<file path="src/rtl/timer_sequencer_if.sv">
// timer_sequencer_if
//   Bundles the run-control handshake between the decoder's top-level control,
//   the countdown Timer and the timer_sequencer.
//   master : control side (drives start/mode_sel/pause/abort/answer_done and the
//            Timer's timeout_1sec), observes all sequencer outputs.
//   slave  : the sequencer itself.
interface timer_sequencer_if;
  logic       start;
  logic [1:0] mode_sel;
  logic       pause;
  logic       abort;
  logic       answer_done;
  logic       timeout_1sec;
  logic       timer_enable;
  logic       timer_reconfig;
  logic [1:0] timer_mode;
  logic [6:0] secs_left;
  logic       busy;
  logic       warn;
  logic       time_up;
  logic       answered;

  modport master (
    output start, mode_sel, pause, abort, answer_done, timeout_1sec,
    input  timer_enable, timer_reconfig, timer_mode, secs_left,
           busy, warn, time_up, answered
  );

  modport slave (
    input  start, mode_sel, pause, abort, answer_done, timeout_1sec,
    output timer_enable, timer_reconfig, timer_mode, secs_left,
           busy, warn, time_up, answered
  );
endinterface

</file>
<file path="src/rtl/timer_sequencer.sv">
// timer_sequencer
//   Run-control FSM for the Morse decoder's countdown Timer. Loads the round
//   length into the Timer (timer_reconfig/timer_mode), gates timer_enable and
//   keeps a seconds-remaining shadow count driven by timeout_1sec edges. A round
//   ends on expiry (time_up) or on an early answer (answered).
// Ports
//   clk  : system clock, rising edge
//   rst  : asynchronous reset, active-high
//   bus  : timer_sequencer_if.slave
//          in  start, mode_sel[1:0], pause, abort, answer_done, timeout_1sec
//          out timer_enable, timer_reconfig, timer_mode[1:0], secs_left[6:0],
//              busy, warn, time_up, answered
//   All outputs are registered.
module timer_sequencer #(
  parameter int SECS_MODE0      = 30,
  parameter int SECS_MODE1      = 20,
  parameter int SECS_MODE2      = 10,
  parameter int SECS_MODE3      = 5,
  parameter int RECONFIG_CYCLES = 2,
  parameter int WARN_SECS       = 5
) (
  input  logic               clk,
  input  logic               rst,
  timer_sequencer_if.slave   bus
);

  typedef enum logic [2:0] {
    S_IDLE, S_LOAD, S_RUN, S_PAUSED, S_DONE
  } state_t;

  localparam int         CW     = (RECONFIG_CYCLES > 1) ? $clog2(RECONFIG_CYCLES) : 1;
  localparam logic [6:0] WARN_L = 7'(WARN_SECS);

  state_t        state_q, state_d;
  logic [CW-1:0] cnt_q, cnt_d;
  logic          tmo_q;
  logic [1:0]    mode_q, mode_d;
  logic [6:0]    secs_q, secs_d;
  logic          en_q, rcfg_q, busy_q, warn_q, time_up_q, answered_q;
  logic          time_up_d, answered_d;
  logic          tmo_edge;

  function automatic logic [6:0] round_secs(input logic [1:0] m);
    case (m)
      2'b00:   return 7'(SECS_MODE0);
      2'b01:   return 7'(SECS_MODE1);
      2'b10:   return 7'(SECS_MODE2);
      default: return 7'(SECS_MODE3);
    endcase
  endfunction

  // tmo_q samples timeout_1sec every cycle regardless of state, so a level
  // that is still high after a state change is not seen as a fresh second.
  assign tmo_edge = bus.timeout_1sec & ~tmo_q;

  always_comb begin
    state_d    = state_q;
    cnt_d      = cnt_q;
    mode_d     = mode_q;
    secs_d     = secs_q;
    time_up_d  = 1'b0;
    answered_d = 1'b0;
    if (bus.abort) begin
      state_d = S_IDLE;
      secs_d  = '0;
    end else begin
      case (state_q)
        S_IDLE, S_DONE: begin
          if (bus.start) begin
            state_d = S_LOAD;
            mode_d  = bus.mode_sel;
            secs_d  = round_secs(bus.mode_sel);
            cnt_d   = CW'(RECONFIG_CYCLES - 1);
          end
        end
        S_LOAD: begin
          // reconfig is already high for the cycle after accept; the counter
          // holds the number of additional LOAD cycles still owed.
          if (cnt_q == '0) state_d = S_RUN;
          else             cnt_d   = cnt_q - 1'b1;
        end
        S_RUN: begin
          if (bus.answer_done) begin
            state_d    = S_DONE;
            answered_d = 1'b1;
          end else if (tmo_edge) begin
            // <=1 rather than ==1 so a zero count can never wrap.
            if (secs_q <= 7'd1) begin
              secs_d    = '0;
              time_up_d = 1'b1;
              state_d   = S_DONE;
            end else begin
              secs_d = secs_q - 7'd1;
            end
          end else if (bus.pause) begin
            state_d = S_PAUSED;
          end
        end
        S_PAUSED: begin
          if (bus.answer_done) begin
            state_d    = S_DONE;
            answered_d = 1'b1;
          end else if (!bus.pause) begin
            state_d = S_RUN;
          end
        end
        default: state_d = S_IDLE;
      endcase
    end
  end

  always_ff @(posedge clk or posedge rst) begin
    if (rst) begin
      state_q    <= S_IDLE;
      cnt_q      <= '0;
      tmo_q      <= 1'b0;
      mode_q     <= '0;
      secs_q     <= '0;
      en_q       <= 1'b0;
      rcfg_q     <= 1'b0;
      busy_q     <= 1'b0;
      warn_q     <= 1'b0;
      time_up_q  <= 1'b0;
      answered_q <= 1'b0;
    end else begin
      state_q    <= state_d;
      cnt_q      <= cnt_d;
      tmo_q      <= bus.timeout_1sec;
      mode_q     <= mode_d;
      secs_q     <= secs_d;
      // Outputs are decoded from next state so they line up with state_q.
      en_q       <= (state_d == S_RUN);
      rcfg_q     <= (state_d == S_LOAD);
      busy_q     <= (state_d == S_LOAD) || (state_d == S_RUN) || (state_d == S_PAUSED);
      warn_q     <= ((state_d == S_RUN) || (state_d == S_PAUSED)) &&
                    (secs_d != '0) && (secs_d <= WARN_L);
      time_up_q  <= time_up_d;
      answered_q <= answered_d;
    end
  end

  assign bus.timer_enable   = en_q;
  assign bus.timer_reconfig = rcfg_q;
  assign bus.timer_mode     = mode_q;
  assign bus.secs_left      = secs_q;
  assign bus.busy           = busy_q;
  assign bus.warn           = warn_q;
  assign bus.time_up        = time_up_q;
  assign bus.answered       = answered_q;

endmodule
</file>
<file path="src/flat_wrapper.sv">
// flat-port wrapper written by rule: the top's interface ports become plain ports
module timer_sequencer_flat 
#(
  parameter int SECS_MODE0      = 30,
  parameter int SECS_MODE1      = 20,
  parameter int SECS_MODE2      = 10,
  parameter int SECS_MODE3      = 5,
  parameter int RECONFIG_CYCLES = 2,
  parameter int WARN_SECS       = 5
)
  (clk, rst, bus_start, bus_mode_sel, bus_pause, bus_abort, bus_answer_done, bus_timeout_1sec, bus_timer_enable, bus_timer_reconfig, bus_timer_mode, bus_secs_left, bus_busy, bus_warn, bus_time_up, bus_answered);
  timer_sequencer_if bus_i ();
  input  logic clk;
  input  logic rst;
  input wire logic [$bits(bus_i.start)-1:0] bus_start;
  input wire logic [$bits(bus_i.mode_sel)-1:0] bus_mode_sel;
  input wire logic [$bits(bus_i.pause)-1:0] bus_pause;
  input wire logic [$bits(bus_i.abort)-1:0] bus_abort;
  input wire logic [$bits(bus_i.answer_done)-1:0] bus_answer_done;
  input wire logic [$bits(bus_i.timeout_1sec)-1:0] bus_timeout_1sec;
  output wire logic [$bits(bus_i.timer_enable)-1:0] bus_timer_enable;
  output wire logic [$bits(bus_i.timer_reconfig)-1:0] bus_timer_reconfig;
  output wire logic [$bits(bus_i.timer_mode)-1:0] bus_timer_mode;
  output wire logic [$bits(bus_i.secs_left)-1:0] bus_secs_left;
  output wire logic [$bits(bus_i.busy)-1:0] bus_busy;
  output wire logic [$bits(bus_i.warn)-1:0] bus_warn;
  output wire logic [$bits(bus_i.time_up)-1:0] bus_time_up;
  output wire logic [$bits(bus_i.answered)-1:0] bus_answered;
  assign bus_i.start = bus_start;
  assign bus_i.mode_sel = bus_mode_sel;
  assign bus_i.pause = bus_pause;
  assign bus_i.abort = bus_abort;
  assign bus_i.answer_done = bus_answer_done;
  assign bus_i.timeout_1sec = bus_timeout_1sec;
  assign bus_timer_enable = bus_i.timer_enable;
  assign bus_timer_reconfig = bus_i.timer_reconfig;
  assign bus_timer_mode = bus_i.timer_mode;
  assign bus_secs_left = bus_i.secs_left;
  assign bus_busy = bus_i.busy;
  assign bus_warn = bus_i.warn;
  assign bus_time_up = bus_i.time_up;
  assign bus_answered = bus_i.answered;
  timer_sequencer #(.SECS_MODE0(SECS_MODE0), .SECS_MODE1(SECS_MODE1), .SECS_MODE2(SECS_MODE2), .SECS_MODE3(SECS_MODE3), .RECONFIG_CYCLES(RECONFIG_CYCLES), .WARN_SECS(WARN_SECS)) u_core (.clk(clk), .rst(rst), .bus(bus_i));
endmodule
</file>
<file path="config.mk">
export PLATFORM = sky130hd
export DESIGN_NAME = timer_sequencer_flat
export DESIGN_NICKNAME = d
export VERILOG_FILES = /design/src/rtl/timer_sequencer_if.sv /design/src/rtl/timer_sequencer.sv /design/src/flat_wrapper.sv
export SDC_FILE = /design/constraint.sdc
export NUM_CORES = 1
export LEC_CHECK = 0
export BUFFER_PORTS_ARGS = -buffer_cell sky130_fd_sc_hd__buf_4
export CAP_MARGIN = 30
export CORE_MARGIN = 4
export CORE_UTILIZATION = 53
export DETAILED_ROUTE_END_ITERATION = 10
export PLACE_DENSITY_LB_ADDON = 0.1
export SYNTH_ARGS = -nofsm -noshare
export SYNTH_HDL_FRONTEND = slang
export SYNTH_SLANG_ARGS = --single-unit
</file>
<file path="constraint.sdc">
create_clock -name clk -period 2 [get_ports clk]
set_input_delay 0.2 -clock clk [delete_from_list [all_inputs] [get_ports clk]]
set_output_delay 0.2 -clock clk [all_outputs]
set_load 0.005 [all_outputs]
</file>
==> flow_summary_export.csv, run 1 <==
group,metric,value,unit
clock_network,insertion_delay,0.30,ns
grt,grt_overflow,0,
critical_path,cp_num_buf_inv,0,
yosys,yosys_warnings,0,
yosys,synth_area_leader_cell,"dfrtp_1",
final_layout,fill_cells,146,
route,vias,1165,
critical_path,crit_arrival,2.25,ns
sta,clock.fmax,497,MHz
floorplanning,fp-row-count,16,
sta,hold_violations,0,
sta,tightest_slew,0.740,ns
critical_path,regToRegStartpoint,"u_core.tmo_q",
critical_path,r2r_slack,-0.01,ns
critical_path,startpoint_type,"flip-flop",
min_path,hold_path_class,"primary input to async pin",
sta,period_share,101,%
sta,finalSetupViolations,1,
yosys,syn_nets,136,
route,post_drt_wl_per_cell,15.4,um
floorplanning,start_util,57.7,%
final_layout,drive_above_1_share,35.5,%
sta,setup_slack,-0.0125,ns
yosys,synth.most_common_cell,"dfrtp_1",
grt,grt_pass1_vias,1105,
final_layout,utilization,76.9,%
placement,dpl_worst_slack,-0.0773,ns
yosys,synth-edff-count,0,
yosys,synth-seq-area-share,42.9,%
clock_network,clock-sinks,20,
critical_path,slowest_delay,0.44,ns
sta,finClkSkew,0.00372,ns
placement,hpwl,2.21,mm
clock_network,h-tree-depth,1,
grt,grt_pass1_wl,4.93,mm
route,drt_pass1_iterations,4,
status,violations,"setup timing",
pwr,leakage,0.723,nW
critical_path,end_kind,"flip-flop",
clock_network,clk_pin_slew,0.10,ns
critical_path,cp.required,2.24,ns
route,drtIter0Drc,41,
route,drt-vias-per-instance,6.04,
yosys,synth_common_cells,"dfrtp_1, nor2_1, nor3_1",
yosys,synthFlopType,"dfrtp_1",
job,maxCapViolations,0,
route,final_antenna_net_count,0,
yosys,synth.distinct_cells,42,
sta,maxSlewHeadroom,50.6,%
yosys,synth_area,1170,um2
floorplanning,dieArea,3010,um2
floorplanning,die_x,54.9,um
critical_path,path_max_fanout,4,
sta,rsz0062_at_grt,"yes",
yosys,synth_area_leaders,"dfrtp_1, nor2_1, nor3_1",
floorplanning,die_h,54.9,um
final_layout,nets,179,
final_layout,syn_to_final_growth,33.4,%
placement,port_buffers,23,
route,drcViolationCount,0,
critical_path,crit_chain,"nor3b_2, or3b_4, or3_4, and3_4, mux2i_1, and4bb_1",
clock_network,cts_buffers,3,
yosys,syn-mean-instance-area,9.33,um2
floorplanning,ios,24,
grt,grt_max_degree,21,
clock_network,cts_tree,"built",
sta,drv_slew,0,
clock_network,cts_buffer_depth,2,
pwr,ir_worst_vdd,0.000487,V
grt,antenna_found_initial,0,
sta,period_minus_slack,2.01,ns
yosys,ys_async_sr_fraction,100,%
status,outcome,"finished, violations left",
critical_path,crit_slowest_cell,"or3b_4",
floorplanning,core,2020,um2
pwr,power_density,638,nW/um2
critical_path,crit_path_start,"u_core.tmo_q",
grt,grt_util_all_layers,23.1,%
placement,finalWeightedCongestion,0.949,
yosys,ys_ff_latch,20,
final_layout,n_antenna_cell,0,
critical_path,critical-path-top-delay-family,"simple AND/OR/NAND/NOR gates",
yosys,synth_top_area_share,42.9,%
clock_network,cts_root_buffer,"clkbuf_4",
sta,tns,-0.0125,ns
critical_path,critPathKind,"flip-flop to flip-flop",
route,wl,2.97,mm
yosys,synthCells,125,
-- routing by layer --
| layer | vias to the layer above | GRT usage (%) | routed length [um] | share of wire (%) |
|---|---|---|---|---|
| li1 | 542 | - | - | - |
| met1 | 558 | 28.0 | 1230 | 41 |
| met2 | 54 | 39.2 | 1410 | 47 |
| met3 | 11 | 3.49 | 236 | 7.9 |
| met4 | 0 | 12.6 | 96 | 3.2 |
| met5 | - | 0 | 0 | 0 |
-- kinds of logic (layout without fill, tap and decap cells) --
kind of cell | count (synthesis) | after routing | synth area share [%]
flops | 20 | 20 | 42.9
compound gates | 27 | 27 | 15.7
xor+xnor | 1 | 1 | 0.751
fa+ha+maj | 2 | 2 | 2.15
buf+inv | 13 | 54 | 4.51
simple gates | 56 | 56 | 28.6
mux | 6 | 6 | 5.36
-- flip-flops by register name, summed over array words and instances, names as in the netlist --
name                       flops
u_core.tmo_q                   1
u_core.bus.timer_mode          2
u_core.bus.warn                1
u_core.cnt_q                   1
u_core.bus.secs_left           7
u_core.state_q                 3
u_core.bus.busy                1
u_core.bus.time_up             1
u_core.bus.answered            1
u_core.bus.timer_enable        1
u_core.bus.timer_reconfig      1
-- cell type report --
cell class              instances  area [um2]  area share (%)
clock buffers                   3        22.5            1.45
inverters                       7        26.3            1.69
multi-input cells              92         639            41.1
flip-flops and latches         20         500            32.2
well taps                      27        33.8            2.17
repair buffers                 44         333            21.4
-- what timing repair did --
action                                  CTS  global route
endpoints found under the setup margin    1             1
hold endpoints to repair                  0             1
hold buffers                              0             1
gates resized for setup                   3             4
buffers inserted                          3             0
pin swaps                                 1             2
-- power breakdown --
group | total (mW) | internal [mW] | switching [mW]
Clock | 0.184 | 0.0702 | 0.114
Sequential | 0.464 | 0.440 | 0.0241
Combinational | 0.344 | 0.179 | 0.165
-- placed cells by master (no fill, tap or decap), types with 3 or more instances in the layout --
cell type  instances
buf_4             43
dfrtp_1           20
nor2_1            15
nor3_1             8
inv_1              6
a21oi_1            6
nor3b_1            4
a31oi_1            4
mux2i_1            4
nand3_1            4
o21ai_0            4
nand2_1            3
clkbuf_4           3
-- final timing paths --
kind,to,cells after the start
setup reg to reg,u_core.bus.warn,6
min in group clk,u_core.bus.timer_mode[0],2
hold / removal,u_core.bus.secs_left[5],2
hold reg to reg,u_core.bus.timer_mode[0],1
max in group asynchronous,u_core.bus.time_up,2
setup / recovery,u_core.bus.warn,6
-- per-stage QoR --
stage	power [mW]	hold WS [ns]	area (um2)	cells
floorplan	0.645	0.164	1170	125
global placement	0.781	0.321	1470	186
detailed placement	0.789	0.330	1470	186
CTS	0.992	0.0123	1530	192
global route	1.05	0.0828	1560	193
finish	0.992	0.0261	1560	193
-- worst register-to-register path: cells and delay by family (launching register included) --
kind	cells	cell delay (ns)
muxes	1	0.16
and+or+nand+nor	5	1.40
DFF	1	0.40
No activity file was read; power rests on OpenSTA's default activity.
==> run 2, diff against run 1 <==
--- a/config.mk
+++ b/config.mk
@@ -11,6 +11,7 @@
 export CORE_UTILIZATION = 53
 export DETAILED_ROUTE_END_ITERATION = 10
 export PLACE_DENSITY_LB_ADDON = 0.1
+export SETUP_SLACK_MARGIN = 0.15
 export SYNTH_ARGS = -nofsm -noshare
 export SYNTH_HDL_FRONTEND = slang
 export SYNTH_SLANG_ARGS = --single-unit
==> run 2 against run 1 <==
Critical path depth unchanged. Combinational power increased by 4%. Clock skew increased by 0.00062 ns. Global-route usage decreased by 1.4 points. Power increased by 6.9%. Wire length increased by 6.3%. The flow still finishes with violations (setup timing). Largest cell class unchanged. Worst setup slack got worse by 0.048 ns. Register-to-register slack got worse by 0.05 ns. Worst hold slack got worse by 0.012 ns. Sequential share of layout area decreased by 1.1 points.
==> flow_summary_export.csv, run 2 (synthesized netlist as in run 1, its figures left out) <==
group,metric,value,unit
critical_path,path_max_fanout,3,
critical_path,cp.required,2.25,ns
route,post_drt_wl_per_cell,15.9,um
final_layout,n_antenna_cell,0,
route,wl,3.16,mm
critical_path,crit_arrival,2.31,ns
route,final_antenna_net_count,0,
grt,grt_overflow,0,
grt,grt_max_degree,21,
route,drtIter0Drc,47,
critical_path,cp-endpoint,"u_core.bus.warn",
floorplanning,ios,24,
min_path,hold_path_class,"primary input to flip-flop",
pwr,power_density,660,nW/um2
grt,grt_util_all_layers,21.7,%
grt,antenna_found_initial,0,
route,drt_pass1_iterations,4,
pwr,ir_worst_vdd,0.000485,V
floorplanning,die_h,54.9,um
final_layout,finalNonFillerCells,199,
clock_network,hold_buffers,0,
clock_network,cts_buffer_depth,2,
floorplanning,start_util,57.7,%
grt,grt_pass1_wl,4.75,mm
floorplanning,core,2020,um2
sta,clock.fmax,485,MHz
sta,rsz0062_at_grt,"yes",
critical_path,reg2reg_depth,6,
placement,dpl_worst_slack,-0.0121,ns
floorplanning,dieArea,3010,um2
final_layout,final_common_cell,"buf_4",
job,maxCapViolations,0,
sta,period_share,103,%
clock_network,cts_root_buffer,"clkbuf_4",
sta,period_minus_slack,2.06,ns
clock_network,cts_tree,"built",
min_path,hp-start,"bus_timeout_1sec",
clock_network,clk_pin_slew,0.11,ns
clock_network,clock-sinks,20,
critical_path,regToRegStartpoint,"u_core.state_q[0]",
sta,setup_slack,-0.0602,ns
critical_path,startpoint_type,"flip-flop",
final_layout,final_cell_mix,"buf_4, dfrtp_1, nor2_1",
clock_network,cts_buffers,3,
sta,finClkSkew,0.00434,ns
sta,hold_violations,0,
clock_network,insertion_delay,0.30,ns
final_layout,drive_above_1_share,37.8,%
pwr,leakage,0.761,nW
critical_path,end_kind,"flip-flop",
critical_path,critPathKind,"flip-flop to flip-flop",
final_layout,syn_to_final_growth,37.9,%
sta,maxSlewHeadroom,49.5,%
sta,drv_slew,0,
status,outcome,"finished, violations left",
final_layout,largest_reg_flops,7,
route,drcViolationCount,0,
critical_path,crit_path_start,"u_core.state_q[0]",
sta,tns,-0.0602,ns
pwr,power,1.06,mW
floorplanning,fp-row-count,16,
route,vias,1199,
placement,finalWeightedCongestion,0.924,
critical_path,r2r_slack,-0.06,ns
placement,dpl.cell_count,189,
clock_network,h-tree-depth,1,
critical_path,rr_endpoint,"u_core.bus.warn",
sta,tightest_slew,0.757,ns
final_layout,nets,184,
final_layout,utilization,79.5,%
status,violations,"setup timing",
grt,grt_pass1_vias,1130,
placement,port_buffers,23,
floorplanning,die_x,54.9,um
sta,finalSetupViolations,1,
route,drt-vias-per-instance,6.03,
placement,hpwl,2.26,mm
==> run 2: layer usage <==
metal	part of all wire, %	routed length (um)	global-route usage, %
met2	50	1570	36.8
met1	40	1270	27.2
met4	2.2	71	9.31
met3	7.9	249	3.49
met5	0	0	0
==> run 2: layout make-up <==
| class | instances | area, um2 |
|---|---|---|
| clock buffers | 4 | 36.3 |
| flip-flops and latches | 20 | 500 |
| inverters | 7 | 26.3 |
| repair buffers | 49 | 368 |
| well taps | 27 | 33.8 |
| fillers | 134 | 414 |
| multi-input cells | 92 | 643 |
==> run 2: worst min-delay path by stage <==
stage                     slack (ns)  depth (start not counted)                   to
after floorplan                 0.16                          1  u_core.bus.answered
after global placement          0.32                          1         u_core.tmo_q
after detailed placement        0.32                          1         u_core.tmo_q
after CTS                       0.01                          1         u_core.tmo_q
after global routing            0.01                          1         u_core.tmo_q
final                           0.01                          1         u_core.tmo_q
==> run 2: power by group <==
| group | internal (mW) | switching [mW] |
|---|---|---|
| Combinational | 0.190 | 0.169 |
| Sequential | 0.440 | 0.0288 |
| Clock | 0.111 | 0.122 |
| Total | 0.741 | 0.320 |
==> run 2: timing repair <==
action	in CTS	in global routing
endpoints found under the setup margin	1	3
buffers inserted	3	3
resized for setup	0	6
endpoints found under the hold margin	0	0
pin swaps	1	4
==> run 2: worst max-delay path, cell delays in order, from the launching register on <==
cell and delay (ns):
dfrtp_1 0.43, nor3b_2 0.23, or3b_4 0.43, or3_1 0.36
and3_1 0.15, mux2i_1 0.19, and4bb_1 0.21
==> run 2: metrics by stage <==
step / hold slack [ns] / cell area (um2)
after global routing: 0.0107 / 1610
after floorplan: 0.164 / 1170
after CTS: 0.0127 / 1560
final: 0.0137 / 1610
after global placement: 0.324 / 1500
after detailed placement: 0.325 / 1500
